### src/rtl/commit_trap_pkg.sv
// commit_trap_pkg
//   Shared types and constants for the commit-stage trap tracker.
//   - trap_state_e     : tracker state (RUN until a trap is latched, then TRAPPED)
//   - CNT_W            : width of the cycle / instruction counters
//   - TIMEOUT_CODE_DEF : trap code reported when the no-commit watchdog fires
package commit_trap_pkg;

    localparam int unsigned CNT_W            = 32;
    localparam logic [31:0] TIMEOUT_CODE_DEF = 32'h0000_0003;

    typedef enum logic {
        RUN     = 1'b0,
        TRAPPED = 1'b1
    } trap_state_e;

endpackage

### src/rtl/commit_slot_scan.sv
// commit_slot_scan
//   Combinational scan of the commit slots for one cycle. Slot 0 is oldest.
//   The oldest valid trap instruction terminates the commit group: it and
//   every older valid slot are effective, younger slots are dropped.
//   Ports:
//     commit_valid_i   per-slot commit valid
//     commit_is_trap_i per-slot trap flag (only meaningful with valid)
//     trap_hit_o       some valid slot is a trap instruction
//     trap_idx_o       index of the oldest valid trap slot
//     eff_mask_o       slots whose commit actually takes effect
//     eff_popcount_o   number of set bits in eff_mask_o
//     youngest_idx_o   index of the youngest effective slot
module commit_slot_scan #(
    parameter  int unsigned COMMIT_WIDTH = 2,
    localparam int unsigned IDX_W        = (COMMIT_WIDTH > 1) ? $clog2(COMMIT_WIDTH) : 1,
    localparam int unsigned PCNT_W       = $clog2(COMMIT_WIDTH + 1)
) (
    input  logic [COMMIT_WIDTH-1:0] commit_valid_i,
    input  logic [COMMIT_WIDTH-1:0] commit_is_trap_i,
    output logic                    trap_hit_o,
    output logic [IDX_W-1:0]        trap_idx_o,
    output logic [COMMIT_WIDTH-1:0] eff_mask_o,
    output logic [PCNT_W-1:0]       eff_popcount_o,
    output logic [IDX_W-1:0]        youngest_idx_o
);

    logic                    hit;
    logic [IDX_W-1:0]        hit_idx;
    logic [COMMIT_WIDTH-1:0] mask;
    logic [PCNT_W-1:0]       pcnt;
    logic [IDX_W-1:0]        yidx;

    always_comb begin
        hit     = 1'b0;
        hit_idx = '0;
        mask    = '0;
        pcnt    = '0;
        yidx    = '0;
        for (int unsigned i = 0; i < COMMIT_WIDTH; i++) begin
            // Once a trap is seen, every younger slot is squashed.
            if (commit_valid_i[i] && !hit) begin
                mask[i] = 1'b1;
                pcnt    = pcnt + PCNT_W'(1);
                yidx    = IDX_W'(i);
                if (commit_is_trap_i[i]) begin
                    hit     = 1'b1;
                    hit_idx = IDX_W'(i);
                end
            end
        end
    end

    assign trap_hit_o     = hit;
    assign trap_idx_o     = hit_idx;
    assign eff_mask_o     = mask;
    assign eff_popcount_o = pcnt;
    assign youngest_idx_o = yidx;

endmodule

### src/rtl/commit_trap_tracker.sv
// commit_trap_tracker
//   Watches the commit stage, counts RUN cycles and committed instructions,
//   and latches the first trap (software trap instruction or no-commit
//   watchdog timeout). After a trap everything freezes until reset.
//   Ports:
//     clk_i, reset_n_i   clock; synchronous active-low reset
//     commit_valid_i     per-slot commit valid (slot 0 oldest)
//     commit_pc_i        per-slot PC, slot i at [i*PC_WIDTH +: PC_WIDTH]
//     commit_is_trap_i   per-slot trap-instruction flag
//     trap_value_i       software trap code, sampled in the trap cycle
//     is_noop_trap_o     high once a trap is latched
//     trap_code_o        latched trap code (0 while running)
//     trap_pc_o          latched trap PC, low 32 bits (0 while running)
//     cycle_cnt_o        RUN cycles including the trap cycle
//     instr_cnt_o        effective commits including the trap instruction
module commit_trap_tracker
    import commit_trap_pkg::*;
#(
    parameter int unsigned COMMIT_WIDTH = 2,
    parameter int unsigned PC_WIDTH     = 39,
    parameter int unsigned TIMEOUT      = 5000,
    parameter logic [31:0] TIMEOUT_CODE = TIMEOUT_CODE_DEF
) (
    input  logic                         clk_i,
    input  logic                         reset_n_i,
    input  logic [COMMIT_WIDTH-1:0]      commit_valid_i,
    input  logic [COMMIT_WIDTH*PC_WIDTH-1:0] commit_pc_i,
    input  logic [COMMIT_WIDTH-1:0]      commit_is_trap_i,
    input  logic [31:0]                  trap_value_i,
    output logic                         is_noop_trap_o,
    output logic [31:0]                  trap_code_o,
    output logic [31:0]                  trap_pc_o,
    output logic [CNT_W-1:0]             cycle_cnt_o,
    output logic [CNT_W-1:0]             instr_cnt_o
);

    localparam int unsigned IDX_W  = (COMMIT_WIDTH > 1) ? $clog2(COMMIT_WIDTH) : 1;
    localparam int unsigned PCNT_W = $clog2(COMMIT_WIDTH + 1);
    localparam int unsigned EXT_W  = (PC_WIDTH > 32) ? PC_WIDTH : 32;
    // Idle count at which the current idle cycle becomes the timeout cycle.
    localparam logic [31:0] IDLE_LIMIT = (TIMEOUT == 0) ? 32'd0 : 32'(TIMEOUT - 1);

    // Low 32 bits of each slot PC (zero-extended if PC_WIDTH < 32).
    logic [COMMIT_WIDTH-1:0][31:0] pc_lo;

    for (genvar g = 0; g < COMMIT_WIDTH; g++) begin : g_pc
        logic [EXT_W-1:0] ext;
        logic             unused_pc_hi;
        assign ext          = EXT_W'(commit_pc_i[g*PC_WIDTH +: PC_WIDTH]);
        assign pc_lo[g]     = ext[31:0];
        assign unused_pc_hi = ^ext;
    end

    logic                    trap_hit;
    logic [IDX_W-1:0]        trap_idx;
    logic [COMMIT_WIDTH-1:0] eff_mask;
    logic [PCNT_W-1:0]       eff_popcount;
    logic [IDX_W-1:0]        youngest_idx;

    commit_slot_scan #(
        .COMMIT_WIDTH(COMMIT_WIDTH)
    ) u_scan (
        .commit_valid_i  (commit_valid_i),
        .commit_is_trap_i(commit_is_trap_i),
        .trap_hit_o      (trap_hit),
        .trap_idx_o      (trap_idx),
        .eff_mask_o      (eff_mask),
        .eff_popcount_o  (eff_popcount),
        .youngest_idx_o  (youngest_idx)
    );

    trap_state_e     state_q, state_d;
    logic [31:0]     trap_code_q, trap_code_d;
    logic [31:0]     trap_pc_q, trap_pc_d;
    logic [CNT_W-1:0] cycle_cnt_q, cycle_cnt_d;
    logic [CNT_W-1:0] instr_cnt_q, instr_cnt_d;
    logic [31:0]     last_pc_q, last_pc_d;
    logic [31:0]     idle_q, idle_d;

    logic any_commit;
    logic timeout_hit;

    // The oldest valid slot is always effective, so this equals |commit_valid_i.
    assign any_commit  = |eff_mask;
    assign timeout_hit = (TIMEOUT != 0) && !any_commit && (idle_q == IDLE_LIMIT);

    always_ff @(posedge clk_i) begin
        if (!reset_n_i) begin
            state_q     <= RUN;
            trap_code_q <= '0;
            trap_pc_q   <= '0;
            cycle_cnt_q <= '0;
            instr_cnt_q <= '0;
            last_pc_q   <= '0;
            idle_q      <= '0;
        end else begin
            state_q     <= state_d;
            trap_code_q <= trap_code_d;
            trap_pc_q   <= trap_pc_d;
            cycle_cnt_q <= cycle_cnt_d;
            instr_cnt_q <= instr_cnt_d;
            last_pc_q   <= last_pc_d;
            idle_q      <= idle_d;
        end
    end

    always_comb begin
        state_d     = state_q;
        trap_code_d = trap_code_q;
        trap_pc_d   = trap_pc_q;
        cycle_cnt_d = cycle_cnt_q;
        instr_cnt_d = instr_cnt_q;
        last_pc_d   = last_pc_q;
        idle_d      = idle_q;
        case (state_q)
            RUN: begin
                cycle_cnt_d = cycle_cnt_q + CNT_W'(1);
                instr_cnt_d = instr_cnt_q + CNT_W'(eff_popcount);
                if (any_commit) begin
                    last_pc_d = pc_lo[youngest_idx];
                    idle_d    = '0;
                end else if (idle_q != '1) begin
                    idle_d = idle_q + 32'd1;
                end
                // A timeout needs an empty cycle, so it never races a trap commit.
                if (trap_hit) begin
                    state_d     = TRAPPED;
                    trap_code_d = trap_value_i;
                    trap_pc_d   = pc_lo[trap_idx];
                end else if (timeout_hit) begin
                    state_d     = TRAPPED;
                    trap_code_d = TIMEOUT_CODE;
                    trap_pc_d   = last_pc_q;
                end
            end
            TRAPPED: begin
                state_d = TRAPPED;
            end
            default: begin
                state_d = RUN;
            end
        endcase
    end

    assign is_noop_trap_o = (state_q == TRAPPED);
    assign trap_code_o    = trap_code_q;
    assign trap_pc_o      = trap_pc_q;
    assign cycle_cnt_o    = cycle_cnt_q;
    assign instr_cnt_o    = instr_cnt_q;

endmodule
### config.mk
export PLATFORM = sky130hd
export DESIGN_NAME = commit_trap_tracker
export DESIGN_NICKNAME = d
export VERILOG_FILES = /design/src/rtl/commit_trap_pkg.sv /design/src/rtl/commit_slot_scan.sv /design/src/rtl/commit_trap_tracker.sv
export SDC_FILE = /design/constraint.sdc
export NUM_CORES = 1
export LEC_CHECK = 0
export CAP_MARGIN = 0
export CORE_MARGIN = 8
export CORE_UTILIZATION = 45
export CTS_CLUSTER_DIAMETER = 150
export DETAILED_ROUTE_END_ITERATION = 6
export PLACE_DENSITY = 0.71
export SYNTH_ARGS = -nofsm -noshare
export SYNTH_HDL_FRONTEND = slang
export SYNTH_SLANG_ARGS = --single-unit
### constraint.sdc
create_clock -name clk_i -period 5.1 [get_ports clk_i]
set_clock_uncertainty 0.05 [all_clocks]
set_input_delay 0.51 -clock clk_i [delete_from_list [all_inputs] [get_ports clk_i]]
set_output_delay 0.51 -clock clk_i [all_outputs]
set_load 0.05 [all_outputs]
Word level (Yosys, flattened, before mapping)
Cells that the tools add are included.
{"block": "op_classes", "eq_ne": 2, "reduce_logical": 10, "n_lt_le_gt_ge": 2, "mux": 23, "add_sub_neg": 4, "bitwise": 1}
{"cell": "$mux 32", "n": 10}
{"cell": "$add 32x1->32 const B", "n": 2}
{"cell": "$add 32x2->32", "n": 1}
{"cell": "$eq 32x13->1 const B", "n": 1}
{"cell": "$ne 32x32->1 const B", "n": 1}
{"cell": "$mux 1", "n": 11}
{"cell": "$reduce_and 2->1", "n": 3}
{"cell": "$lt 1x2->1 const B", "n": 2}
{"cell": "$reduce_bool 2->1", "n": 2}
{"cell": "$add 1x1->2 const B", "n": 1}
{"cell": "$logic_and 1x1->1", "n": 2}
{"cell": "$logic_not 1->1", "n": 2}
{"cell": "$mux 2", "n": 1}
{"cell": "$pmux 1 s2", "n": 1}
{"cell": "$reduce_or 2->1", "n": 1}
{"cell": "$not 1->1", "n": 1}
{"block": "word_totals", "register_bits": 193, "wordCells": 49, "output_inout_bits": 129, "inputBits": 116}

Depth between registers and ports, before layout
{"block": "logic_depth", "depth_word": 11, "ltp_mapped": 14, "depth_no_buf": 11}

By module
Synthesis repeated with hierarchy kept, for this count alone.
{"block": "hier_totals", "hier_cells": 1039, "hier_area_um2": 9303.9}
{"module": "commit_trap_tracker", "instances": 1, "area_each_um2": 9245.1, "seq_area_each_um2": 3863.7, "cells_per_inst": 1028}
{"module": "commit_slot_scan", "instances": 1, "area_each_um2": 58.8, "seq_area_each_um2": 0.0, "cells_per_inst": 11}

Worst setup path before layout
No wires, ideal clock.
{"block": "synth_timing", "path_kind": "input to register", "start": "in commit_valid_i[0]", "end": "reg instr_cnt_q[24] (netlist: instr_cnt_o[24])", "path_buffers": 3, "setup_time_ns": 0.128, "path_stages": 14, "t_required_ns": 4.922, "setup_slack_ns": 1.486, "arrival_ns": 3.436, "cell_sequence": "and2_1 -> clkbuf_1 -> nor2b_1 -> clkbuf_1 -> buf_2 -> ha_1 -> ha_1 -> inv_1 -> fa_1 -> nor4bb_1 -> nand2_1 -> nor4_1 -> xnor2_1 -> nor2_1"}
{"block": "synth_via", "elab_chain_len": 5, "elab_cells_between_ends": 7, "classes_between": "add/sub (2); mux (3); reduce/logical (2)"}
{"element": "start: declaration", "line_no": "commit_trap_tracker.sv:26", "rtl": "input logic [COMMIT_WIDTH-1:0] commit_valid_i,"}
{"element": "$mux 1", "line_no": "commit_slot_scan.sv:41", "rtl": "if (commit_valid_i[i] && !hit) begin"}
{"element": "$logic_not 1->1", "line_no": "commit_slot_scan.sv:41"}
{"element": "$logic_and 1x1->1", "line_no": "commit_slot_scan.sv:41"}
{"element": "$mux 2 *", "line_no": "commit_slot_scan.sv:41"}
{"element": "$add 32x2->32 *", "line_no": "commit_trap_tracker.sv:118", "rtl": "instr_cnt_d = instr_cnt_q + CNT_W'(eff_popcount);"}
{"element": "end signal: assignment", "line_no": "commit_trap_tracker.sv:101", "rtl": "instr_cnt_q <= instr_cnt_d;"}
{"element": "end: declaration", "line_no": "commit_trap_tracker.sv:76", "rtl": "logic [CNT_W-1:0] instr_cnt_q, instr_cnt_d;"}
Every way passes the cells marked *; elsewhere a longest branch is shown, timed or not.
A chain may end at the register's enable or synchronous reset.

Worst setup path in the final report
{"block": "layout_timing", "start": "in commit_valid_i[0]", "end": "reg instr_cnt_q[26] (netlist: instr_cnt_o[26])"}
Same word-level chain as after synthesis.

==> results.json <==
{
  "synthFlopType": "sky130_fd_sc_hd__dfxtp_1",
  "clk_pin_slew_worst_paths_ns": 0.07,
  "synth_compound_area_frac": 0.1572,
  "insertedDiodeCount": 0,
  "synthToLayoutAreaGrowth_pct": 31.84,
  "largest_family_of_logic_cells_by_synthesized_area": "simple AND/OR/NAND/NOR gates",
  "portBuffers": 230,
  "remaining_drc_errors": 0,
  "hold_violations": 0,
  "synthDistinctLibCells": 61,
  "cts_max_level": 4,
  "synth.ff_latch_count": 193,
  "clock_sinks": 193,
  "mostFrequentLayoutCells": "sky130_fd_sc_hd__clkdlybuf4s50_1 (229), sky130_fd_sc_hd__dfxtp_1 (193), sky130_fd_sc_hd__nand2_1 (137), sky130_fd_sc_hd__mux2i_1 (102), sky130_fd_sc_hd__nor2_1 (99)",
  "root_buffer": "sky130_fd_sc_hd__clkbuf_16",
  "data_required_time_of_the_critical_path_ns": 5.34,
  "hpwlAfterDp_mm": 19.00,
  "final_layout_size_suffix_gt1_frac": 0.04886,
  "core.rowCount": 53,
  "r2r_cell_count": 6,
  "final_core_occ": 0.5961,
  "maximum_number_of_pins_on_one_net_before_global_route_repair": 84,
  "leakagePower_nw": 4.504,
  "path_cells": "clkdlybuf4s50_1 -> and2_2 -> nor2b_4 -> ha_1 -> ha_1 -> inv_1 -> fa_1 -> nor4bb_1 -> nand2_1 -> nor4_1 -> xnor2_1 -> nor2_1",
  "peakVddDrop_v": 0.0001984,
  "crit_path_max_fanout": 8,
  "grt_pass1_vias": 8349,
  "post_synthesis_async_set_or_reset_flop_share": 0,
  "startpoint_type": "input port",
  "insertion_delay_ns": 0.43,
  "yosysTopAreaCell": "sky130_fd_sc_hd__dfxtp_1",
  "worst_setup_path_end_kind": "flop",
  "design.die.area_mm2": 0.02573,
  "synthesis.area_mm2": 0.009385,
  "total_global_routing_overflow": 0,
  "number_of_enable_flip_flop_cells_after_synthesis": 0,
  "boundaryPins": 245,
  "period_needed_ns": 3.647,
  "fillCellCount": 1825,
  "net_total_in_the_final_layout": 1378,
  "post_synth_main_area_contributors": "sky130_fd_sc_hd__dfxtp_1 (41%), sky130_fd_sc_hd__mux2i_1 (11%), sky130_fd_sc_hd__nand2_1 (5.5%), sky130_fd_sc_hd__nor2_1 (4.0%), sky130_fd_sc_hd__a211oi_1 (3.2%)",
  "rsz0062_at_grt": "no",
  "drv_slew": 0,
  "postSynthAreaPerCell_um2": 8.706,
  "cts_hold_repair.buffers": 0,
  "iteration_count_of_the_initial_detailed_routing_pass": 6,
  "critical_path.reg2reg.endpoint": "idle_q[4]",
  "routed_wl_mm": 27.47,
  "timing_worst_setup_path_type": "in2reg",
  "post_cts_resized": 0,
  "switching_power_mw": 1.017,
  "internal-power_mw": 2.580,
  "gpl.final_weighted_congestion": 0.8909,
  "cts_buffers": 17,
  "start_util": 0.4522,
  "crit_family": "simple AND/OR/NAND/NOR gates",
  "die_width_um": 160.4,
  "synth-simple-area-share": 0.2253,
  "fmax_mhz": 274.2,
  "synth_largest_type_area_fraction": 0.4117,
  "rrSetupSlack_ns": 1.82,
  "fp.coreArea_mm2": 0.02076,
  "synthesis.nets": 1200,
  "path_common_cell": "sky130_fd_sc_hd__ha_1",
  "viasPerCell": 5.666,
  "clock_power_share": 0.382,
  "grtUsageTotal": 0.2091,
  "critical_path_buf_inv_count": 2,
  "synth.area.mux_share": 0.1088,
  "endpoint": "instr_cnt_o[26]",
  "clk_path_buf_depth": 2,
  "yosysWarningCount": 0,
  "synth_adder_area_share": 0.008799,
  "setup-tns-final_ns": 0,
  "cp_slowest_cell": "sky130_fd_sc_hd__nor4bb_1",
  "slew_headroom": 0.1995,
  "synthXorXnorAreaFrac": 0.04199,
  "routed-via-count": 8748,
  "post_cts_buffers": 0,
  "worstMarginPinSlew_ns": 1.190,
  "tritoncts": "built",
  "post_synth_inst_count": 1078,
  "start_point_of_the_critical_path": "commit_valid_i[0]",
  "largest_stage_delay_on_the_critical_path_ns": 0.66,
  "combinational_cell_fraction_of_total_power": 0.169,
  "routed_wire_length_per_instance_um": 17.79,
  "sequential_power_share": 0.449,
  "synth_sequential_area_ratio": 0.4117,
  "detail_route.iter0.violations": 629,
  "post-route-period-util": 0.7150,
  "worstReg2RegStart": "idle_q[0]",
  "worstPathArrival_ns": 3.89,
  "maxCapViolations": 0,
  "grt_first_pass_wirelength_mm": 44.75,
  "crit_cells": 12,
  "timing.final.setup_violations": 0,
  "grt_antenna_before_repair": 2,
  "min_path_type": "reg2reg",
  "chipHeight_um": 160.4,
  "antenna_violating_nets_left": 0,
  "power.density_cell_area_mw_per_mm2": 290.7,
  "layout.cells.most_common": "sky130_fd_sc_hd__clkdlybuf4s50_1",
  "power_switching_share": 0.2827,
  "outcome": "complete, no violations"
}
## cells in the mapped netlist (2+ instances only)
cell	n
sky130_fd_sc_hd__and2_1	8
sky130_fd_sc_hd__o211ai_1	3
sky130_fd_sc_hd__a31oi_1	16
sky130_fd_sc_hd__o311ai_0	7
sky130_fd_sc_hd__buf_1	14
sky130_fd_sc_hd__o21a_1	2
sky130_fd_sc_hd__nand3_1	30
sky130_fd_sc_hd__mux2i_1	102
sky130_fd_sc_hd__clkbuf_1	49
sky130_fd_sc_hd__buf_2	10
sky130_fd_sc_hd__o22ai_1	2
sky130_fd_sc_hd__xor2_1	19
sky130_fd_sc_hd__nor2_1	101
sky130_fd_sc_hd__a211oi_1	40
sky130_fd_sc_hd__a311oi_1	8
sky130_fd_sc_hd__or2_2	4
sky130_fd_sc_hd__nand4_1	41
sky130_fd_sc_hd__inv_1	15
sky130_fd_sc_hd__or4_1	5
sky130_fd_sc_hd__nor2b_1	4
sky130_fd_sc_hd__buf_6	7
sky130_fd_sc_hd__and4_1	15
sky130_fd_sc_hd__a21oi_1	22
sky130_fd_sc_hd__ha_1	5
sky130_fd_sc_hd__a32o_1	30
sky130_fd_sc_hd__and3_1	14
sky130_fd_sc_hd__nor3_1	16
sky130_fd_sc_hd__dfxtp_1	193
sky130_fd_sc_hd__o2111ai_1	2
sky130_fd_sc_hd__nand2_1	138
sky130_fd_sc_hd__a41oi_1	3
sky130_fd_sc_hd__o41ai_1	2
sky130_fd_sc_hd__nand2b_1	5
sky130_fd_sc_hd__nor4_1	16
sky130_fd_sc_hd__o21ai_0	53
sky130_fd_sc_hd__nor4_2	2
sky130_fd_sc_hd__a21o_1	2
sky130_fd_sc_hd__or3_1	17
sky130_fd_sc_hd__o221a_2	3
sky130_fd_sc_hd__xnor2_1	26
sky130_fd_sc_hd__o31ai_1	7
## worst register-to-register path, stage by stage (launching register included)
cell and delay, ns:
sky130_fd_sc_hd__dfxtp_1 0.40, sky130_fd_sc_hd__ha_1 0.29, sky130_fd_sc_hd__nand4_1 0.20, sky130_fd_sc_hd__or4_4 0.58, sky130_fd_sc_hd__nor4_4 0.80, sky130_fd_sc_hd__nor2_1 0.46
sky130_fd_sc_hd__a311oi_1 0.39
## metal layers
| layer | track usage | share of wire | up-vias |
|---|---|---|---|
| met4 | 0.05607 | 0.015 | 4 |
| met1 | 0.2580 | 0.43 | 4127 |
| met3 | 0.08267 | 0.092 | 25 |
| met5 | 0 | 0.0011 | - |
| met2 | 0.3329 | 0.46 | 281 |
| li1 | - | - | 4311 |
## kinds of logic (layout without fill, tap and decap cells)
group / after synthesis / in the layout
xor+xnor: 45 / 45
buf+inv: 98 / 289
compound gates: 208 / 208
simple gates: 426 / 426
mux: 102 / 102
fa+ha+maj: 6 / 6
flops: 193 / 193
## flip-flops by register name, indices dropped and copies added, names as in the netlist
register	cells
cycle_cnt_o	32
trap_pc_o	32
is_noop_trap_o	1
last_pc_q	32
trap_code_o	32
instr_cnt_o	32
idle_q	32
## stage by stage
step                      power, mW  setup slack (ns)  hold slack, ns  area, um^2  std cells
after CTS                     3.632             1.452          0.4101       12370       1544
final                         3.596             1.453          0.4084       12370       1544
after detailed placement      2.258            0.9983          0.4006       11770       1512
after global routing          3.743             1.240          0.4287       12370       1544
after global placement        2.249             1.035          0.3940       11770       1512
after floorplan               2.027             1.486          0.4257        9385       1078
## worst min path at each step
| stage | start | to | slack, ns | depth (start not counted) |
|---|---|---|---|---|
| 2_1_floorplan | idle_q[1] | idle_q[1] | 0.43 | 2 |
| 3_3_place_gp | trap_pc_o[6] | trap_pc_o[6] | 0.39 | 2 |
| 3_5_place_dp | trap_pc_o[6] | trap_pc_o[6] | 0.40 | 2 |
| 4_1_cts | trap_pc_o[6] | trap_pc_o[6] | 0.41 | 2 |
| 5_1_grt | trap_pc_o[3] | trap_pc_o[3] | 0.43 | 2 |
| 6_report | trap_pc_o[6] | trap_pc_o[6] | 0.41 | 2 |
## final cells by class
class                      instances  area, um^2  area share
tap                              275       344.1     0.02781
clock buffer                      20       456.7     0.03691
sequential                       193        3864      0.3123
timing repair buffer             240        2387      0.1929
clock inverter                    12       145.1     0.01173
multi-input combinational        787        5110      0.4130
inverter                          17       66.31    0.005359
## power groups by stage
stage	logic [mW]	registers [mW]	clock network [mW]
6_report	0.607	1.62	1.37
3_5_place_dp	0.609	1.65	0
2_1_floorplan	0.245	1.78	0
3_3_place_gp	0.601	1.65	0
4_1_cts	0.611	1.62	1.41
5_1_grt	0.650	1.62	1.47
Power figures use the tool's default switching activity.
